[config.mk]
export PLATFORM = sky130hd
export DESIGN_NAME = lstm_seq_ctrl
export DESIGN_NICKNAME = d
export VERILOG_FILES = /design/src/rtl/lstm_ctrl_pkg.sv /design/src/rtl/seq_watchdog.sv /design/src/rtl/lstm_seq_ctrl.sv
export SDC_FILE = /design/constraint.sdc
export NUM_CORES = 1
export LEC_CHECK = 0
export CORE_MARGIN = 2
export CORE_UTILIZATION = 44
export CTS_BUF_LIST = sky130_fd_sc_hd__clkbuf_4 sky130_fd_sc_hd__clkbuf_8 sky130_fd_sc_hd__clkbuf_16
export CTS_CLUSTER_SIZE = 12
export DETAILED_ROUTE_END_ITERATION = 8
export PLACE_DENSITY = 0.68
export REMOVE_ABC_BUFFERS = 1
export SLEW_MARGIN = 10
export SYNTH_ARGS = -nofsm -noshare
export SYNTH_HDL_FRONTEND = slang
export SYNTH_SLANG_ARGS = --single-unit
export TNS_END_PERCENT = 10
[constraint.sdc]
create_clock -name sys_clk -period 3 [get_ports sys_clk]
set_input_delay 0.3 -clock sys_clk [delete_from_list [all_inputs] [get_ports sys_clk]]
set_output_delay 0.3 -clock sys_clk [all_outputs]
set_load 0.1 [all_outputs]
[src/rtl/lstm_ctrl_pkg.sv]
`default_nettype none
// ============================================================================
// Module      : lstm_ctrl_pkg
// Description : Shared op_mode encoding and default parameter constants for
//               the LSTM sequence controller and its testbench.
// Revision    : 1.0 - initial release
// ============================================================================
package lstm_ctrl_pkg;

  // Sequencer state; the value is driven directly onto op_mode.
  typedef enum logic [2:0] {
    IDLE   = 3'b000,
    INIT_W = 3'b001,
    W_IN   = 3'b011,
    CALC   = 3'b100,
    R_OUT  = 3'b101,
    ERR    = 3'b111
  } op_mode_e;

  localparam int unsigned DEF_N_WBANKS     = 2;
  localparam int unsigned DEF_BANK_BITS    = 3;
  localparam int unsigned DEF_SEQ_LEN_BITS = 8;
  localparam int unsigned DEF_TIMEOUT_BITS = 16;

endpackage
`default_nettype wire

[src/rtl/seq_watchdog.sv]
`default_nettype none
// ============================================================================
// Module      : seq_watchdog
// Description : Per-state stall counter. Flags expiry in the cycle in which
//               the count would reach all-ones, so a stuck state is left
//               after 2**TIMEOUT_BITS-1 cycles of residence.
// Revision    : 1.0 - initial release
// ============================================================================
module seq_watchdog #(
  parameter int unsigned TIMEOUT_BITS = 16
) (
  input  logic clk,
  input  logic rst,
  input  logic clear,
  input  logic enable,
  output logic expired
);

  localparam logic [TIMEOUT_BITS-1:0] C_ALL_ONES = '1;
  localparam logic [TIMEOUT_BITS-1:0] C_PRE_LAST = C_ALL_ONES - TIMEOUT_BITS'(1);

  logic [TIMEOUT_BITS-1:0] cnt_d;
  logic [TIMEOUT_BITS-1:0] cnt_q;

  // Expiry is independent of clear so the FSM's next-state logic, which
  // drives clear, never loops back through this flag.
  assign expired = enable && (cnt_q == C_PRE_LAST);

  // Next count: clear wins, otherwise count while enabled.
  always_comb begin
    cnt_d = cnt_q;
    if (clear) begin
      cnt_d = '0;
    end else if (enable) begin
      cnt_d = cnt_q + TIMEOUT_BITS'(1);
    end
  end

  // Counter register.
  always_ff @(posedge clk) begin
    if (rst) begin
      cnt_q <= '0;
    end else begin
      cnt_q <= cnt_d;
    end
  end

endmodule
`default_nettype wire

[src/rtl/lstm_seq_ctrl.sv]
`default_nettype none
// ============================================================================
// Module      : lstm_seq_ctrl
// Description : Sequencer for weight load / input load / calculate / read-out
//               over a programmable number of timesteps, with weight reuse,
//               per-state watchdog, abort and error state. Moore outputs only.
// Revision    : 1.0 - initial release
// ============================================================================
module lstm_seq_ctrl
  import lstm_ctrl_pkg::*;
#(
  parameter int unsigned N_WBANKS     = DEF_N_WBANKS,
  parameter int unsigned BANK_BITS    = DEF_BANK_BITS,
  parameter int unsigned SEQ_LEN_BITS = DEF_SEQ_LEN_BITS,
  parameter int unsigned TIMEOUT_BITS = DEF_TIMEOUT_BITS
) (
  input  logic                    sys_clk,
  input  logic                    reset,
  input  logic                    start,
  input  logic                    keep_weights,
  input  logic [SEQ_LEN_BITS-1:0] seq_len,
  input  logic                    abort,
  input  logic                    err_clear,
  input  logic [N_WBANKS-1:0]     w_init_done,
  input  logic                    w_in_done,
  input  logic                    calc_done,
  input  logic                    r_out_done,
  output logic [2:0]              op_mode,
  output logic [N_WBANKS-1:0]     w_init_start,
  output logic [BANK_BITS-1:0]    bank_idx,
  output logic [SEQ_LEN_BITS-1:0] step_cnt,
  output logic                    weights_valid,
  output logic                    busy,
  output logic                    seq_done,
  output logic                    aborted,
  output logic [2:0]              err_code
);

  localparam logic [BANK_BITS-1:0]    C_LAST_BANK = BANK_BITS'(N_WBANKS - 1);
  localparam logic [SEQ_LEN_BITS-1:0] C_STEP_MAX  = '1;

  op_mode_e                state_d,    state_q;
  logic [BANK_BITS-1:0]    bank_d,     bank_q;
  logic [SEQ_LEN_BITS-1:0] step_d,     step_q;
  logic [SEQ_LEN_BITS-1:0] seq_len_d,  seq_len_q;
  logic                    wvalid_d,   wvalid_q;
  logic                    seq_done_d, seq_done_q;
  logic                    aborted_d,  aborted_q;
  logic [2:0]              err_code_d, err_code_q;

  logic [N_WBANKS-1:0]     bank_onehot;
  logic                    bank_hit;
  logic [SEQ_LEN_BITS-1:0] step_inc;
  logic                    busy_w;
  logic                    wd_clear;
  logic                    wd_expired;

  // Decode helpers from registered state only.
  always_comb begin
    bank_onehot = N_WBANKS'(1) << bank_q;
    bank_hit    = |(w_init_done & bank_onehot);
    step_inc    = (step_q == C_STEP_MAX) ? step_q : step_q + SEQ_LEN_BITS'(1);
    busy_w      = (state_q != IDLE) && (state_q != ERR);
  end

  // Watchdog restarts on any state change and is held clear while idle.
  assign wd_clear = (state_d != state_q) || !busy_w;

  seq_watchdog #(
    .TIMEOUT_BITS (TIMEOUT_BITS)
  ) u_watchdog (
    .clk     (sys_clk),
    .rst     (reset),
    .clear   (wd_clear),
    .enable  (busy_w),
    .expired (wd_expired)
  );

  // Next-state logic: abort beats a done input, which beats watchdog expiry.
  always_comb begin
    state_d    = state_q;
    bank_d     = bank_q;
    step_d     = step_q;
    seq_len_d  = seq_len_q;
    wvalid_d   = wvalid_q;
    seq_done_d = 1'b0;
    aborted_d  = 1'b0;
    err_code_d = err_code_q;

    if (busy_w && abort) begin
      state_d   = IDLE;
      aborted_d = 1'b1;
      bank_d    = '0;
      if (state_q == INIT_W) begin
        wvalid_d = 1'b0;
      end
    end else begin
      case (state_q)
        IDLE: begin
          if (start) begin
            seq_len_d = seq_len;
            step_d    = '0;
            if (seq_len == '0) begin
              seq_done_d = 1'b1;
            end else if (keep_weights && wvalid_q) begin
              state_d = W_IN;
            end else begin
              state_d  = INIT_W;
              bank_d   = '0;
              wvalid_d = 1'b0;
            end
          end
        end
        INIT_W: begin
          if (bank_hit) begin
            if (bank_q == C_LAST_BANK) begin
              wvalid_d = 1'b1;
              bank_d   = '0;
              state_d  = W_IN;
            end else begin
              bank_d = bank_q + BANK_BITS'(1);
            end
          end
        end
        W_IN: begin
          if (w_in_done) begin
            state_d = CALC;
          end
        end
        CALC: begin
          if (calc_done) begin
            state_d = R_OUT;
          end
        end
        R_OUT: begin
          if (r_out_done) begin
            step_d = step_inc;
            if (step_inc == seq_len_q) begin
              state_d    = IDLE;
              seq_done_d = 1'b1;
            end else begin
              state_d = W_IN;
            end
          end
        end
        ERR: begin
          if (err_clear) begin
            state_d = IDLE;
          end
        end
        default: begin
          state_d = IDLE;
        end
      endcase

      // A stalled state only errors if it did not advance this cycle.
      if (wd_expired && (state_d == state_q)) begin
        state_d    = ERR;
        err_code_d = state_q;
        wvalid_d   = 1'b0;
      end
    end
  end

  // State and datapath registers.
  always_ff @(posedge sys_clk) begin
    if (reset) begin
      state_q    <= IDLE;
      bank_q     <= '0;
      step_q     <= '0;
      seq_len_q  <= '0;
      wvalid_q   <= 1'b0;
      seq_done_q <= 1'b0;
      aborted_q  <= 1'b0;
      err_code_q <= '0;
    end else begin
      state_q    <= state_d;
      bank_q     <= bank_d;
      step_q     <= step_d;
      seq_len_q  <= seq_len_d;
      wvalid_q   <= wvalid_d;
      seq_done_q <= seq_done_d;
      aborted_q  <= aborted_d;
      err_code_q <= err_code_d;
    end
  end

  assign op_mode       = state_q;
  assign w_init_start  = (state_q == INIT_W) ? bank_onehot : '0;
  assign bank_idx      = bank_q;
  assign step_cnt      = step_q;
  assign weights_valid = wvalid_q;
  assign busy          = busy_w;
  assign seq_done      = seq_done_q;
  assign aborted       = aborted_q;
  assign err_code      = err_code_q;

endmodule
`default_nettype wire

## After elaboration in Yosys (flattened, before gate mapping)

Index checks and enable logic that the tools add are counted.

- Add/sub/neg operators: 3
- Eq/ne operators: 23
- Shift-type cells: 1
- Muxes and demuxes: 40
- Bitwise operators: 2
- Reductions and logical operators: 21

Operators with widths:

| kind | number |
|---|---|
| $mux W3 | 16 |
| $mux W8 | 3 |
| $pmux W3 S6 | 1 |
| $add A16 B1 Y16 const B | 1 |
| $eq A16 B16 Y1 const B | 1 |
| $pmux W8 S2 | 1 |
| $mux W1 | 13 |
| $ne A4 B4 Y1 const B | 3 |
| $ne A2 B2 Y1 const B | 5 |
| $eq A3 B3 Y1 const B | 3 |
| $add A8 B1 Y8 const B | 1 |
| $eq A8 B8 Y1 | 1 |
| $eq A8 B8 Y1 const B | 1 |
| $logic_not A8 Y1 | 1 |
| $reduce_and A7 Y1 | 1 |
| $eq A3 B1 Y1 const B | 2 |
| $mux W2 | 3 |
| $pmux W3 S2 | 1 |
| $reduce_bool A3 Y1 | 2 |
| $reduce_or A2 Y1 | 3 |
| $logic_and A1 B1 Y1 | 5 |
| $reduce_and A5 Y1 | 1 |
| $ne A4 B2 Y1 const B | 1 |
| $ne A4 B3 Y1 const B | 1 |
| other kinds (17) | 19 |

- Register bits: 44
- Bits of input ports: 19
- Output and inout bits: 23
- Word-level logic and storage cells: 99

## Depth between registers and ports, before layout

Gate-level depths: netlist of run 1.

- Word-level depth: 14
- Mapped depth: 11
- Mapped depth without buffers: 9

## By module

Synthesis of run 1 repeated with hierarchy kept, for this count alone.

- Cells, all modules: 326
- Area, all modules: 2,667.6 µm²

Modules (own cells, without submodules):

| module | instances | cells each | area an instance (µm²) | sequential area each (µm²) |
|---|---|---|---|---|
| lstm_seq_ctrl | 1 | 233 | 1,839.3 | 560.5 |
| seq_watchdog | 1 | 93 | 828.3 | 320.3 |

## Worst setup path after synthesis of run 1

Ideal clock, no wire load.

- Kind: register to register
- From: register state_q[1], in the netlist op_mode[1]
- To: register u_watchdog.cnt_q[2]
- Library setup time: 0.078 ns
- Arrival: 3.232 ns
- Required time: 2.922 ns
- Path slack: -0.310 ns
- Stages on the path, launching flop included: 7
- Buffers on the path: 1
- Clock period less this slack: 3.310 ns
- Cell sequence: dfxtp_1 -> buf_2 -> nor3_1 -> nor2_1 -> nand2_1 -> xor2_1 -> nor3_1

- Elaborated cells on any way between the ends: 29
- Classes of those cells: eq/ne (8); mux (12); reduce/logical (9)

RTL lines:

| what | line | RTL |
|---|---|---|
| start: declaration | lstm_seq_ctrl.sv:42 | `op_mode_e state_d, state_q;` |
| start signal: assignment | lstm_seq_ctrl.sv:177 | `state_q <= state_d;` |
| $ne A3 B3 Y1 / $reduce_bool A3 Y1 (equally long branches) | lstm_seq_ctrl.sv:63 | `busy_w = (state_q != IDLE) && (state_q != ERR);` |
| $logic_and A1 B1 Y1 * | lstm_seq_ctrl.sv:63 |  |
| via busy | lstm_seq_ctrl.sv:33 | `output logic busy,` |
| $logic_and A1 B1 Y1 | seq_watchdog.sv:27 | `assign expired = enable && (cnt_q == C_PRE_LAST);` |
| $logic_and A1 B1 Y1 | lstm_seq_ctrl.sv:157 | `if (wd_expired && (state_d == state_q)) begin` |
| $mux W3 | lstm_seq_ctrl.sv:157 |  |
| $mux W3 | lstm_seq_ctrl.sv:90 | `if (busy_w && abort) begin` |
| $ne A3 B3 Y1 | lstm_seq_ctrl.sv:67 | `assign wd_clear = (state_d != state_q) \|\| !busy_w;` |
| $logic_or A1 B1 Y1 | lstm_seq_ctrl.sv:67 |  |
| $reduce_or A2 Y1 (no source line) | - |  |
| end signal: assignment | seq_watchdog.sv:44 | `cnt_q <= cnt_d;` |
| end: declaration | seq_watchdog.sv:23 | `logic [TIMEOUT_BITS-1:0] cnt_q;` |

The timed path passes the listed nets; every way through them passes the cells marked *. The select of a mux whose other input is x is not followed.
A chain may end at the register's enable or synchronous reset.

## Worst setup path after layout of run 1

- From: register state_q[2], in the netlist op_mode[2]
- To: register u_watchdog.cnt_q[13]

- Longest elaborated chain between the ends: 11
- Elaborated cells on any way between the ends: 29
- Classes of those cells: eq/ne (8); mux (12); reduce/logical (9)

RTL lines:

| what | line | RTL |
|---|---|---|
| $mux W3, on equally long branches | lstm_seq_ctrl.sv:116, lstm_seq_ctrl.sv:103 |  |
| $mux W3, on equally long branches | lstm_seq_ctrl.sv:115, lstm_seq_ctrl.sv:100 |  |
| $pmux W3 S6 | lstm_seq_ctrl.sv:98 | `case (state_q)` |
| $mux W3 | lstm_seq_ctrl.sv:90 |  |
| $eq A3 B3 Y1 | lstm_seq_ctrl.sv:157 |  |
| $logic_and A1 B1 Y1 | lstm_seq_ctrl.sv:157 |  |
| $mux W3 | lstm_seq_ctrl.sv:157 |  |
| $mux W3 | lstm_seq_ctrl.sv:90 |  |
| $ne A3 B3 Y1 | lstm_seq_ctrl.sv:67 |  |
| $logic_or A1 B1 Y1 | lstm_seq_ctrl.sv:67 |  |
| $reduce_or A2 Y1 (no source line) | - |  |

Several ways; a longest one is shown, not always the timed one. The select of a mux whose other input is x is not followed.

==> results of run 1 <==
-- sequential cells by signal, indices dropped and copies added (netlist names) --
signal            count
u_watchdog.cnt_q     16
seq_len_q             8
step_cnt              8
bank_idx              3
err_code              3
op_mode               3
aborted               1
seq_done              1
weights_valid         1
-- per-stage QoR --
step	hold slack [ps]	util (%)	instance area [µm²]	setup slack [ps]
floorplan	369	-	2550	-455
global placement	460	53.8	3150	174
detailed placement	466	53.8	3150	119
CTS	479	55.5	3240	333
global route	493	55.5	3240	134
finish	478	55.5	3240	344
-- worst register-to-register path, cell delays in order, from the launching register on --
cell and delay [ps]:
dfxtp_1 470, or4b_4 620, a21oi_4 190, a311oi_1 110, buf_4 160, mux2_4 290
nor3_2 180, o21ai_2 180, buf_4 230, nor3_2 160
-- synth_stat cells, types with 8 or more instances --
cell	n	area, µm²
o21ai_0	9	45.0
nand2_1	35	131
and3_1	14	87.6
nor2_1	30	113
dfxtp_1	44	881
nand3_1	23	115
a21oi_1	20	100
nor3_2	11	110
inv_1	8	30.0
nor3_1	16	80.1
xnor2_1	16	140
clkbuf_1	8	30.0
nand4_1	8	50.1
-- report_power, final --
part	total, µW	leakage, µW	switching [µW]	internal (µW)
combinational	255	0.000737	159	96.3
clock	404	0.0000452	233	170
sequential	607	0.000356	11.8	595
-- per-layer routing --
metal	vias to the layer above	wire, µm	GRT usage, %
met4	0	88	6.83
li1	1286	-	-
met2	56	3220	35.4
met1	1180	3010	26.2
met3	9	317	4.40
met5	-	0	0
-- final cells by class --
| cell class | instances | share of cell area [%] |
|---|---|---|
| clock buffer | 5 | 2.12 |
| clock inverter | 3 | 0.771 |
| inverter | 8 | 0.926 |
| multi-input combinational | 256 | 50.6 |
| sequential | 44 | 27.2 |
| tap | 75 | 2.89 |
| timing repair buffer | 58 | 15.6 |
-- kinds of logic (layout without fill, tap and decap cells) --
logic type | Yosys count | in the layout
xor gates and xnor gates | 20 | 20
muxes | 5 | 5
and+or+nand+nor | 166 | 166
buffers and inverters | 26 | 74
AOI/OAI and AO/OA | 62 | 62
adders and majority gates | 3 | 3
DFF | 44 | 44
-- how the worst min path moves through the flow --
| stage | startpoint | end | slack, ps | depth (start not counted) |
|---|---|---|---|---|
| 3_3_place_gp | seq_len_q[3] | seq_len_q[3] | 460 | 2 |
| 5_1_grt | seq_len_q[5] | seq_len_q[5] | 490 | 2 |
| 3_5_place_dp | seq_len_q[5] | seq_len_q[5] | 470 | 2 |
| 4_1_cts | seq_len_q[5] | seq_len_q[5] | 480 | 2 |
| 2_1_floorplan | reset | seq_len_q[0] | 370 | 1 |
| 6_report | seq_len_q[5] | seq_len_q[5] | 480 | 2 |
==> flow_summary_export.csv, run 1 <==
group,metric,value,unit
die,dieArea,0.00665,mm²
layout,multi_input_area,0.00164,mm²
synthesis,synth_cell_types,54,
cts,h-tree-depth,2,
pwr,p_leak,0.00114,µW
worst_setup_path,crit_start,"op_mode[2]",
worst_setup_path,critical_path_class,"reg -> reg",
synthesis,synth-seq-area-share,33.3,%
place,dp.cells,441,
cts,clk_latency,310,ps
route,routed_via_density,5.64,
place,routabilityCongestion,0.918,
sta,timing.final.crit_share,88.5,%
worst_setup_path,cp.required,3240,ps
route,drt_wl_total,6640,µm
worst_setup_path,path_depth,9,
route,vias,2531,
worst_setup_path,slowest_stage,"or4b_4",
worst_setup_path,cpPeakStageDelay,620,ps
place,port_buffers,41,
hold_path,holdCritPathClass,"reg -> reg",
worst_setup_path,cp-endpoint,"u_watchdog.cnt_q[13]",
worst_setup_path,critPathTopFamily,"simple AND/OR/NAND/NOR gates",
synthesis,synth_edf_count,0,
sta,fin_crit,2660,ps
die,rows,28,
synthesis,yosys.area_share.adder,1.42,%
route,ant_nets,0,
sta,finalSetupTns,0,ps
synthesis,async_flop_share,0,%
status,status,"finished clean",
pwr,peakVddDrop,0.262,mV
global_route,grt_max_degree,26,
layout,areaGrowthSynthToFinish,22.5,%
cts,clock_tree.root_cell,"clkbuf_8",
synthesis,synth_compound_area_share,16.9,%
layout,mostFrequentLayoutCells,"44 x dfxtp_1, 35 x nand2_1, 34 x buf_4",
cts,cts_buffers,5,
synthesis,syn_avg_cell_area,8.12,µm²
sta,setup_viol_count_final,0,
sta,hold_viol,0,
place,dp_hpwl,4940,µm
worst_setup_path,regToRegEndpoint,"u_watchdog.cnt_q[13]",
pwr,power_density,390,mW/mm²
die,die_h,81.6,µm
cts,cts_setup_buffers,0,
route,drc_errors,0,
cts,clock_sinks,44,
layout,insertedDiodeCount,0,
cts,cts_tree,"done",
worst_setup_path,cp-end-kind,"register",
sta,fmaxAchievable,0.376,GHz
global_route,gr-usage-all-layers,20.8,%
global_route,overflow,0,
route,drt-initial-drc-count,81,
pwr,power,1270,µW
layout,final_cells,449,
layout,fin_nets,395,
worst_setup_path,worst-path-buf-inv,2,
cts,clockBufferDepth,2,
synthesis,synth_top_family_by_area,"simple AND/OR/NAND/NOR gates",
synthesis,synth_cells,326,
layout,layout-drive-gt1-share,17.4,%
cts,cts.repair.resized,0,
sta,tightestPinTransition,976,ps
worst_setup_path,r2r_cells,9,
synthesis,synthXorXnorAreaFrac,6.62,%
sta,final-max-slew-violation-count,0,
die,io_pins,42,
synthesis,synth-seq-cells,44,
global_route,grt_pass1_wl,10800,µm
layout,layout_commonest_cell,"dfxtp_1",
route,wl_per_cell,14.8,µm
worst_setup_path,path_cells,"or4b_4 -> a21oi_4 -> a311oi_1 -> buf_4 -> mux2_4 -> nor3_2 -> o21ai_2 -> buf_4 -> nor3_2",
sta,max_slew_margin,34.7,%
die,die_w,81.6,µm
worst_setup_path,crit_arrival,2900,ps
worst_setup_path,critPathLaunchType,"register",
worst_setup_path,rrSetupSlack,340,ps
layout,seqCellArea,881,µm²
global_route,grt_pass1_vias,2406,
layout,n_fill_cell,534,
sta,rsz0062_at_grt,"false",
synthesis,synth-main-ff-cell,"dfxtp_1",
cts,path_clk_slew,100,ps
cts,cts.hold.buffers_added,0,
synthesis,yosys_warnings,0,
die,coreArea,0.00585,mm²
flow_run,cap_violations,0,
global_route,antenna_found_initial,0,
sta,skew,9.27,ps
worst_setup_path,r2r_start,"op_mode[2]",
synthesis,yosys-mux-area-fraction,2.08,%
synthesis,yosys.area_share.simple,34.9,%
worst_setup_path,cp_max_fo,16,
route,firstDrtPassIters,4,
synthesis,syn-cell-area,0.00265,mm²
die,initial_core_util,45.3,%
No activity file was read; power rests on OpenSTA's default activity.
==> run 2, diff against run 1 <==
Settings changed: CTS_CLUSTER_DIAMETER set to 120, SETUP_SLACK_MARGIN set to 0.3.
==> run 2 against run 1 <==
  * Sequential share of layout area down 0.12 points
  * Core utilization up 0.56 points
  * Register-to-register slack better by 70 ps
  * Critical path type unchanged
  * Largest power group unchanged
==> flow_summary_export.csv, run 2 (synthesized netlist as in run 1, its figures left out) <==
group,metric,value,unit
die,io_pins,42,
cts,path_clk_slew,100,ps
worst_setup_path,critical_path_class,"reg -> reg",
sta,final-max-slew-violation-count,0,
route,drc_errors,0,
status,status,"finished clean",
sta,max_slew_margin,34.7,%
worst_setup_path,critPathTopFamily,"simple AND/OR/NAND/NOR gates",
worst_setup_path,path_cells,"or4b_4 -> a21oi_4 -> a311oi_2 -> buf_4 -> mux2_4 -> nor3_2 -> o21ai_4 -> buf_4 -> nor3_2",
hold_path,holdCritPathClass,"reg -> reg",
sta,hold_viol,0,
layout,layout_commonest_cell,"dfxtp_1",
route,routed_via_density,5.71,
layout,largest_reg_flops,16,
die,coreArea,0.00585,mm²
worst_setup_path,slowest_stage,"or4b_4",
die,initial_core_util,45.3,%
worst_setup_path,cp.required,3240,ps
global_route,antenna_found_initial,0,
pwr,peakVddDrop,0.264,mV
layout,fin_nets,395,
sta,fmaxAchievable,0.387,GHz
cts,cts_buffers,5,
cts,clockBufferDepth,2,
sta,skew,9.45,ps
sta,finalSetupTns,0,ps
die,rows,28,
layout,mostFrequentLayoutCells,"42 x dfxtp_1, 35 x nand2_1, 34 x buf_4",
worst_setup_path,cp_max_fo,11,
cts,clock_tree.root_cell,"clkbuf_8",
layout,regMostFlops,"u_watchdog.cnt_q",
worst_setup_path,cpPeakStageDelay,550,ps
pwr,power.share.clock,31.9,%
global_route,grt_max_degree,26,
global_route,grt_pass1_vias,2406,
cts,cts_setup_buffers,0,
worst_setup_path,worst-path-buf-inv,2,
route,wl_per_cell,14.9,µm
sta,fin_ws,417,ps
pwr,seqPwrFrac,47.8,%
pwr,swShare,32.1,%
pwr,intPower,861,µW
route,drt-initial-drc-count,102,
pwr,power_density,387,mW/mm²
route,vias,2564,
flow_run,cap_violations,0,
pwr,power,1270,µW
layout,final_cells,449,
sta,timing.final.crit_share,86.1,%
global_route,grt_pass1_wl,10800,µm
pwr,pwr-share-comb,20.4,%
sta,setup_viol_count_final,0,
worst_setup_path,crit_arrival,2820,ps
cts,clock_sinks,44,
route,ant_nets,0,
cts,cts_tree,"done",
pwr,p_leak,0.00114,µW
place,dpl_worst_slack,119,ps
place,dp_hpwl,4940,µm
sta,fin_crit,2580,ps
route,firstDrtPassIters,4,
sta,fin_hold_ws,477,ps
sta,rsz0062_at_grt,"false",
cts,h-tree-depth,2,
place,routabilityCongestion,0.918,
layout,insertedDiodeCount,0,
layout,layout-drive-gt1-share,19.0,%
cts,clk_latency,310,ps
global_route,overflow,0,
place,dp.cells,441,
worst_setup_path,critPathLaunchType,"register",
die,dieArea,0.00665,mm²
layout,areaGrowthSynthToFinish,23.8,%
sta,tightestPinTransition,976,ps
route,drt_wl_total,6680,µm
place,port_buffers,41,
global_route,gr-usage-all-layers,20.8,%
die,die_h,81.6,µm
die,die_w,81.6,µm
worst_setup_path,cp-end-kind,"register",
pwr,power.switching,407,µW
[run 2: cell counts in the layout (fill, tap and decap cells not counted)]
No cell type changed its count.
[run 2: final cells by class]
class / instances / area [µm²]
repair buffers: 58 / 505
flip-flops and latches: 44 / 886
well taps: 75 / 93.8
clock buffers: 5 / 68.8
clock inverters: 3 / 25.0
fillers: 525 / 2570
multi-input cells: 256 / 1670
inverters: 8 / 30.0
[run 2: worst register-to-register path: cells and delay by family, from the launching register on]
| family | cells | cell delay (ps) |
|---|---|---|
| AND/OR/NAND/NOR | 3 | 940 |
| flip-flops | 1 | 440 |
| AO/OA/AOI/OAI | 3 | 470 |
| multiplexers | 1 | 290 |
| buffers and inverters | 2 | 380 |
[run 2: layer usage]
metal / track usage (%) / share of wire [%] / routed length (µm)
met5: 0 / 0 / 0
met1: 26.2 / 46 / 3040
met3: 4.40 / 4.2 / 278
met4: 6.83 / 1.6 / 104
met2: 35.4 / 49 / 3250
[run 2: worst paths after layout]
| check | startpoint | endpoint | slack, ps | depth (start not counted) |
|---|---|---|---|---|
| max reg2reg | op_mode[1] | u_watchdog.cnt_q[13] | 420 | 9 |
| min reg2reg | seq_len_q[5] | seq_len_q[5] | 480 | 2 |
| max | op_mode[1] | u_watchdog.cnt_q[13] | 420 | 9 |
| min | seq_len_q[5] | seq_len_q[5] | 480 | 2 |
[run 2: power groups by stage]
stage	Combinational [µW]	Sequential (µW)	Clock (µW)
2_1_floorplan	129	641	0
6_report	258	606	404
5_1_grt	275	608	434
3_5_place_dp	255	620	0
3_3_place_gp	252	620	0
4_1_cts	256	607	413
[run 2: repair_timing]
item	4_1_cts	5_1_grt
gates resized for setup	0	8
hold buffers	0	0
setup endpoints to repair	0	18
[run 2: through the flow]
stage | utilization, % | cell area (µm²)
floorplan | - | 2550
global placement | 53.8 | 3150
CTS | 55.5 | 3240
global route | 56.0 | 3280
finish | 56.0 | 3280
detailed placement | 53.8 | 3150
